$ cat src/rtl/step_sequencer.sv
// step_sequencer: hardwired control unit for a single-bus datapath.
// Each instruction is a fixed Moore sequence: fetch in T0..T2, then register/ALU
// steps in T3..T5. Every strobe is decoded from the registered state. Only the
// register selects and Alu_op also look at the IR input.
//
// Ports:
//   Clock, Reset_n      clock and synchronous active-low reset
//   Run                 level; keep fetching and executing while high
//   IR                  current instruction register
//                       (opcode, Ra, Rb and Rc fields from the MSB down)
//   Mem_ready           memory read-complete strobe (wait-state build only)
//   PCout..Yin          single-bit datapath strobes
//   Rin, Rout           one-hot register load/drive selects
//   Alu_op              ALU operation; equals the opcode in T4, else 0
//   Done                one-cycle pulse per retired instruction
//   Illegal             sticky bad-opcode flag, cleared only by reset
//   Instr_count         saturating count of retired instructions
//
// Build option: define SEQ_MEM_WAIT_EN to stretch T1 until Mem_ready is seen.
module step_sequencer #(
    parameter int unsigned DATA_W     = 32,
    parameter int unsigned REG_SEL_W  = 4,
    parameter int unsigned CNT_W      = 16,
    localparam int unsigned REG_COUNT = 2 ** REG_SEL_W
) (
    input  logic                 Clock,
    input  logic                 Reset_n,
    input  logic                 Run,
    input  logic [DATA_W-1:0]    IR,
    input  logic                 Mem_ready,
    output logic                 PCout,
    output logic                 MARin,
    output logic                 IncPC,
    output logic                 Zin,
    output logic                 ZLOout,
    output logic                 PCin,
    output logic                 Read,
    output logic                 MDRin,
    output logic                 MDRout,
    output logic                 IRin,
    output logic                 Yin,
    output logic [REG_COUNT-1:0] Rin,
    output logic [REG_COUNT-1:0] Rout,
    output logic [4:0]           Alu_op,
    output logic                 Done,
    output logic                 Illegal,
    output logic [CNT_W-1:0]     Instr_count
);

    typedef enum logic [2:0] {StIdle, StT0, StT1, StT2, StT3, StT4, StT5} state_e;

    state_e           state_q, state_d;
    logic             illegal_q, illegal_d;
    logic [CNT_W-1:0] count_q, count_d;

    logic [4:0]           opcode;
    logic [REG_SEL_W-1:0] ra, rb, rc;
    logic                 opcode_ok;

    assign opcode    = IR[DATA_W-1 -: 5];
    assign ra        = IR[DATA_W-6 -: REG_SEL_W];
    assign rb        = IR[DATA_W-6-REG_SEL_W -: REG_SEL_W];
    assign rc        = IR[DATA_W-6-2*REG_SEL_W -: REG_SEL_W];
    assign opcode_ok = (opcode >= 5'd3) && (opcode <= 5'd10);

    // Low IR bits below Rc carry no control information.
    logic unused_ir;
    assign unused_ir = ^IR;

    function automatic logic [REG_COUNT-1:0] one_hot(input logic [REG_SEL_W-1:0] idx);
        logic [REG_COUNT-1:0] v;
        v      = '0;
        v[idx] = 1'b1;
        return v;
    endfunction

    always_ff @(posedge Clock) begin
        if (!Reset_n) begin
            state_q   <= StIdle;
            illegal_q <= 1'b0;
            count_q   <= '0;
        end else begin
            state_q   <= state_d;
            illegal_q <= illegal_d;
            count_q   <= count_d;
        end
    end

    always_comb begin
        state_d   = state_q;
        illegal_d = illegal_q;
        count_d   = count_q;
        PCout     = 1'b0;
        MARin     = 1'b0;
        IncPC     = 1'b0;
        Zin       = 1'b0;
        ZLOout    = 1'b0;
        PCin      = 1'b0;
        Read      = 1'b0;
        MDRin     = 1'b0;
        MDRout    = 1'b0;
        IRin      = 1'b0;
        Yin       = 1'b0;
        Rin       = '0;
        Rout      = '0;
        Alu_op    = 5'd0;
        Done      = 1'b0;

        case (state_q)
            StIdle: begin
                // A latched illegal opcode parks the sequencer until reset.
                if (Run && !illegal_q) begin
                    state_d = StT0;
                end
            end
            StT0: begin
                PCout   = 1'b1;
                MARin   = 1'b1;
                IncPC   = 1'b1;
                Zin     = 1'b1;
                state_d = StT1;
            end
            StT1: begin
                ZLOout = 1'b1;
                PCin   = 1'b1;
                Read   = 1'b1;
                MDRin  = 1'b1;
`ifdef SEQ_MEM_WAIT_EN
                state_d = Mem_ready ? StT2 : StT1;
`else
                state_d = StT2;
`endif
            end
            StT2: begin
                MDRout  = 1'b1;
                IRin    = 1'b1;
                state_d = StT3;
            end
            StT3: begin
                Rout = one_hot(rb);
                Yin  = 1'b1;
                if (opcode_ok) begin
                    state_d = StT4;
                end else begin
                    state_d   = StIdle;
                    illegal_d = 1'b1;
                end
            end
            StT4: begin
                Rout    = one_hot(rc);
                Zin     = 1'b1;
                Alu_op  = opcode;
                state_d = StT5;
            end
            StT5: begin
                ZLOout  = 1'b1;
                Rin     = one_hot(ra);
                Done    = 1'b1;
                count_d = (count_q == {CNT_W{1'b1}}) ? count_q : count_q + CNT_W'(1);
                state_d = Run ? StT0 : StIdle;
            end
            default: begin
                state_d = StIdle;
            end
        endcase
    end

`ifndef SEQ_MEM_WAIT_EN
    logic unused_mem_ready;
    assign unused_mem_ready = Mem_ready;
`endif

    assign Illegal     = illegal_q;
    assign Instr_count = count_q;

endmodule

$ cat config.mk
export PLATFORM = sky130hd
export DESIGN_NAME = step_sequencer
export DESIGN_NICKNAME = d
export VERILOG_FILES = /design/src/rtl/step_sequencer.sv
export SDC_FILE = /design/constraint.sdc
export NUM_CORES = 1
export LEC_CHECK = 0
export ABC_CLOCK_PERIOD_IN_PS = 1900
export CAP_MARGIN = 20
export CORE_MARGIN = 3
export CORE_UTILIZATION = 33
export DETAILED_ROUTE_END_ITERATION = 12
export PLACE_DENSITY = 0.77
export SLEW_MARGIN = 5
export SYNTH_ARGS = -nofsm -noshare
export SYNTH_HDL_FRONTEND = slang
export SYNTH_SLANG_ARGS = --single-unit
$ cat constraint.sdc
create_clock -name Clock -period 1.9 [get_ports Clock]
set_clock_uncertainty 0.1 [all_clocks]
set_input_delay 0.57 -clock Clock [delete_from_list [all_inputs] [get_ports Clock]]
set_output_delay 0.57 -clock Clock [all_outputs]
set_load 0.02 [all_outputs]
# == Word level (Yosys, flattened, before mapping) ==
# Index checks and enable logic that the tools add are counted.
# totals
inputBits,36
output_inout_bits,66
reg_bits,20
elab_cells,53
# op_classes
n_bitwise,2
n_addsub,1
mux,20
order_cmp,8
eq_ne,8
reduce_logical,11
# ops
operator,n
$pmux 16 s2,1
$pmux 3 s7,1
$add 16x1->16 const B,1
$eq 16x16->1 const B,1
$mux 16,1
$lt 4x5->1 const B,3
$demux 1 s4,3
$ge 4x1->1 const B,3
$mux 1,11
$eq 3x3->1 const B,3
$eq 3x2->1 const B,2
$mux 3,2
$ge 5x2->1 const B,1
$le 5x4->1 const B,1
$logic_and 1x1->1,5
$mux 5,1
$reduce_and 2->1,2
$reduce_or 2->1,2
$eq 3x1->1 const B,1
$logic_not 3->1,1
$ne 2x2->1 const B,1
$not 1->1,2
$logic_not 1->1,1

# == Longest topological paths before layout ==
# logic_depth
ltp_word,5
depth_mapped,5

# == Least setup slack after synthesis ==
# Ideal clock, no wire load.
# synth_timing
kind,register to output
startpoint,reg state_q[2]
endpoint,out Rout[3]
stages_incl_launch_ff,5
arrival_time_ns,1.725
slack_ns,-0.495
n_path_buf,0
path_cell_list,dfxtp_1 -> nand2b_1 -> nor2_1 -> nand3_1 -> o31ai_1
# synth_via
elab_chain_cells,2
# synth_lines
item,line,rtl
start: declaration,52,"state_e state_q, state_d;"
start signal: assignment,79,state_q <= StIdle;
start signal: assignment,83,state_q <= state_d;
$eq 3x3->1,109,case (state_q)
$pmux 16 s2 (*),109,
end: declaration,43,"output logic [REG_COUNT-1:0] Rout,"
# Every way passes the cells marked *; elsewhere a longest branch is shown, timed or not.

# == Worst setup path after layout ==
# layout_timing
startpoint,reg state_q[1]
endpoint,out Rout[5]
# Same word-level chain as after synthesis.

==> results.sh <==
export IMPL_pwr_share_seq_pct=40.0
export IMPL_hold_path_class="reg -> reg"
export IMPL_status="finished, violations left"
export IMPL_clk_insertion_delay_late_ns=0.26
export IMPL_critPathMaxFanout=4
export IMPL_io_buffer_count=85
export IMPL_ys_seq_area_share_pct=25.6
export IMPL_vdd_ir_drop_max_v=0.000349
export IMPL_grt_ovfl_total=0
export IMPL_worstPathCellList="nand3b_1, buf_6, nor3b_4, buf_4, a22oi_2, nor2_2, buf_6"
export IMPL_fmax_ghz=0.434
export IMPL_violations="setup timing"
export IMPL_diodes=0
export IMPL_numCtsBuffers=3
export IMPL_power_frac_comb_pct=34.7
export IMPL_dieArea_um2=5600
export IMPL_coreArea_um2=4470
export IMPL_hold_buffers=0
export IMPL_grt_pass1_wl_mm=9.47
export IMPL_met3_usage_pct=3.34
export IMPL_utilization_pct=75.4
export IMPL_relSlewSlack_pct=72.0
export IMPL_whs_path_depth=2
export IMPL_syn_nets=249
export IMPL_swShare_pct=30.5
export IMPL_wirelength_mm=6.65
export IMPL_cts_tree="built"
export IMPL_cp_top_family="simple AND/OR/NAND/NOR gates"
export IMPL_switchingPower_uw=330
export IMPL_rsz0062_at_grt="yes"
export IMPL_syn_area_per_cell_um2=7.38
export IMPL_ys_flop_type="dfxtp_1"
export IMPL_io_pins=102
export IMPL_finalNonFillerCells=400
export IMPL_clk_path_buf_depth=2
export IMPL_rr_worst_depth=9
export IMPL_initialDrtViolationCount=127
export IMPL_synth_cell_types=50
export IMPL_r2r_slack_ns=0.05
export IMPL_max_stage_delay_ns=0.33
export IMPL_antenna_found_initial=0
export IMPL_worst_hold_startpoint="Instr_count[15]$_SDFFE_PN0P_"
export IMPL_ys_warn_count=0
export IMPL_cp_required_ns=1.23
export IMPL_cts_sinks=20
export IMPL_postSynth_asyncResetShare_pct=0
export IMPL_via_count=2255
export IMPL_worst_pin_slew_ns=0.413
export IMPL_min_to="Instr_count[15]$_SDFFE_PN0P_"
export IMPL_chipWidth_um=74.8
export IMPL_p_int_uw=750
export IMPL_die_y_um=74.8
export IMPL_h_tree_depth=1
export IMPL_gr_usage_met1_pct=28.9
export IMPL_cpMaxStageDelayCell="dfxtp_2"
export IMPL_p_leak_uw=0.00148
export IMPL_clock_root_buffer="clkbuf_8"
export IMPL_drc=0
export IMPL_cp_arrival_ns=1.64
export IMPL_grt_usage_pct=21.1
export IMPL_grtUsageMet2_pct=35.6
export IMPL_placed_cells=376
export IMPL_worst_path_buf_inv=3
export IMPL_drive_above_1_share_pct=57.5
export IMPL_finalMaxSlewViolations=0
export IMPL_area_growth_pct=116
export IMPL_syn_cell_area_um2=1560
export IMPL_final_antenna_net_count=0
export IMPL_yosysTopAreaCellShare_pct=25.6
export IMPL_drtPass1Iterations=4
export IMPL_clk_pin_slew_ns=0.07
export IMPL_place_congestion=0.890
export IMPL_path_common_cell="buf_6"
export IMPL_r2r_end="Instr_count[14]$_SDFFE_PN0P_"
export IMPL_synth_edff_count=0
export IMPL_r2r_start="state_q[0]$_SDFFE_PN0P_"
export IMPL_maxCapViolCount=0
export IMPL_p_clk_share_pct=25.3
export IMPL_crit_type="reg -> out"
export IMPL_powerDensity_nw_per_um2=320
export IMPL_fin_crit_sh_pct=121
export IMPL_dp_hpwl_mm=4.16
export IMPL_fin_nets=387
export IMPL_detail_route_wl_per_cell_um=16.6
export IMPL_nFillCells=298
export IMPL_grt_pass1_vias=1953
export IMPL_via_per_inst=5.64
export IMPL_period_needed_ns=2.31
export IMPL_synthTopCellsByArea="dfxtp_1 (26%), nor2_1 (7.9%), a21oi_1 (5.1%)"
export IMPL_grt_max_degree=15
export IMPL_start_util_pct=35.0
export IMPL_setup_viol=45
export IMPL_worst_setup_path_start_kind="flop"
export IMPL_final_setup_tns_ns=-10.59
export IMPL_setup_ws_ns=-0.405
export IMPL_row_count=24
export IMPL_grt_busiest_layer="met2"
export IMPL_synthCells=212
export IMPL_ys_ff_latch=20
export IMPL_yosys_area_top_type="dfxtp_1"
export IMPL_timing_hold_violations_final=0
export IMPL_endpoint_kind="output pin"
-- cell type report --
| class | instances | area, um^2 | share of cell area, % |
|---|---|---|---|
| inverters | 4 | 22.5 | 0.667 |
| flip-flops and latches | 20 | 409 | 12.1 |
| multi-input cells | 178 | 1550 | 45.9 |
| repair buffers | 143 | 1290 | 38.2 |
| clock buffers | 3 | 41.3 | 1.22 |
| well taps | 52 | 65.1 | 1.93 |
-- state kept, by name (all words and copies together), names as in the netlist --
register,flops
Illegal,1
state_q,3
Instr_count,16
-- cells in the final DEF (no fill, tap or decap), types with 3 or more instances in the layout --
| master | count |
|---|---|
| buf_4 | 62 |
| buf_6 | 44 |
| dlygate4sd2_1 | 18 |
| dfxtp_1 | 17 |
| nor2_1 | 13 |
| nand2_1 | 12 |
| a21oi_1 | 12 |
| nor2_4 | 11 |
| nor2_2 | 9 |
| nor2b_4 | 7 |
| nand4_1 | 6 |
| nand3_1 | 6 |
| or3_1 | 6 |
| buf_2 | 6 |
| clkdlybuf4s50_1 | 6 |
| o31ai_1 | 5 |
| o21ai_0 | 5 |
| nor3_2 | 4 |
| nand3_2 | 4 |
| and2_1 | 4 |
| a22oi_2 | 4 |
| clkdlybuf4s15_2 | 4 |
| nand2b_4 | 3 |
| nand3_4 | 3 |
| nand2_2 | 3 |
| nand3b_1 | 3 |
| nor3_4 | 3 |
| a32oi_2 | 3 |
| nor3b_4 | 3 |
| or4_1 | 3 |
| o21a_1 | 3 |
| clkbuf_8 | 3 |
-- synth_stat cells (3+ instances only) --
master    instances
nor2_1           33
dfxtp_1          20
nand2_1          17
a21oi_1          16
nand3_1          12
nor2b_1           8
nor3_1            7
o21ai_0           7
or3_1             7
nand4_1           6
o31ai_1           6
buf_4             5
a22oi_1           4
a32oi_1           4
and2_1            4
or4_1             4
and3_1            3
clkbuf_1          3
nand2b_1          3
nand3b_1          3
nor3b_1           3
o21a_1            3
-- worst register-to-register path, cell delays in order (launching register included) --
cell	delay [ns]
dfxtp_4	0.37
buf_6	0.11
nand3b_4	0.15
buf_6	0.14
inv_8	0.05
buf_8	0.10
buf_6	0.12
nand3_4	0.10
or4_4	0.44
a21oi_2	0.12
-- per-stage QoR --
| stage | hold WS, ns | worst slack (ns) | total power [uW] | area, um^2 |
|---|---|---|---|---|
| 2_1_floorplan | 0.452 | -0.0857 | 588 | 1760 |
| 3_3_place_gp | 0.391 | -1.11 | 743 | 2870 |
| 3_5_place_dp | 0.407 | -1.09 | 747 | 2870 |
| 4_1_cts | 0.419 | -0.332 | 1050 | 3110 |
| 5_1_grt | 0.445 | -0.482 | 1120 | 3370 |
| 6_report | 0.419 | -0.405 | 1080 | 3370 |
-- how the worst max path moves through the flow --
| stage | startpoint | endpoint | depth (start not counted) |
|---|---|---|---|
| global placement | IR[17] | Rout[3] | 5 |
| global route | state_q[1]$_SDFFE_PN0P_ | Rout[5] | 7 |
| detailed placement | IR[17] | Rout[5] | 5 |
| finish | state_q[1]$_SDFFE_PN0P_ | Rout[5] | 7 |
| floorplan | state_q[1]$_SDFFE_PN0P_ | PCin | 3 |
| CTS | state_q[1]$_SDFFE_PN0P_ | Rout[4] | 7 |
-- timing repair --
action                                  CTS  global route
endpoints found under the setup margin   66            53
pin swaps                                24            21
gates resized for setup                 370            50
buffers inserted                         11            10
cloned                                    0             0
-- cells by family (layout without fill, tap and decap cells) --
group	Yosys count	after routing	synth area share (%)
and+or+nand+nor	123	123	45.3
AOI/OAI and AO/OA	51	51	21.6
DFF	20	20	25.6
buffers and inverters	14	150	4.96
xor gates and xnor gates	2	2	1.12
adders and majority gates	1	1	0.800
muxes	1	1	0.640
-- power by group through the flow --
stage | Sequential, uW | Combinational, uW | Clock (uW)
after floorplan | 444 | 144 | 0
after global placement | 441 | 302 | 0
after detailed placement | 441 | 306 | 0
after CTS | 432 | 338 | 279
after global routing | 432 | 396 | 296
final | 432 | 375 | 273
-- routing by layer --
metal,vias up,share of wire (%)
met3,3,6.6
met1,1078,42
li1,1072,-
met2,102,51
met4,0,0.41
met5,-,0
Power figures use the tool's default switching activity.
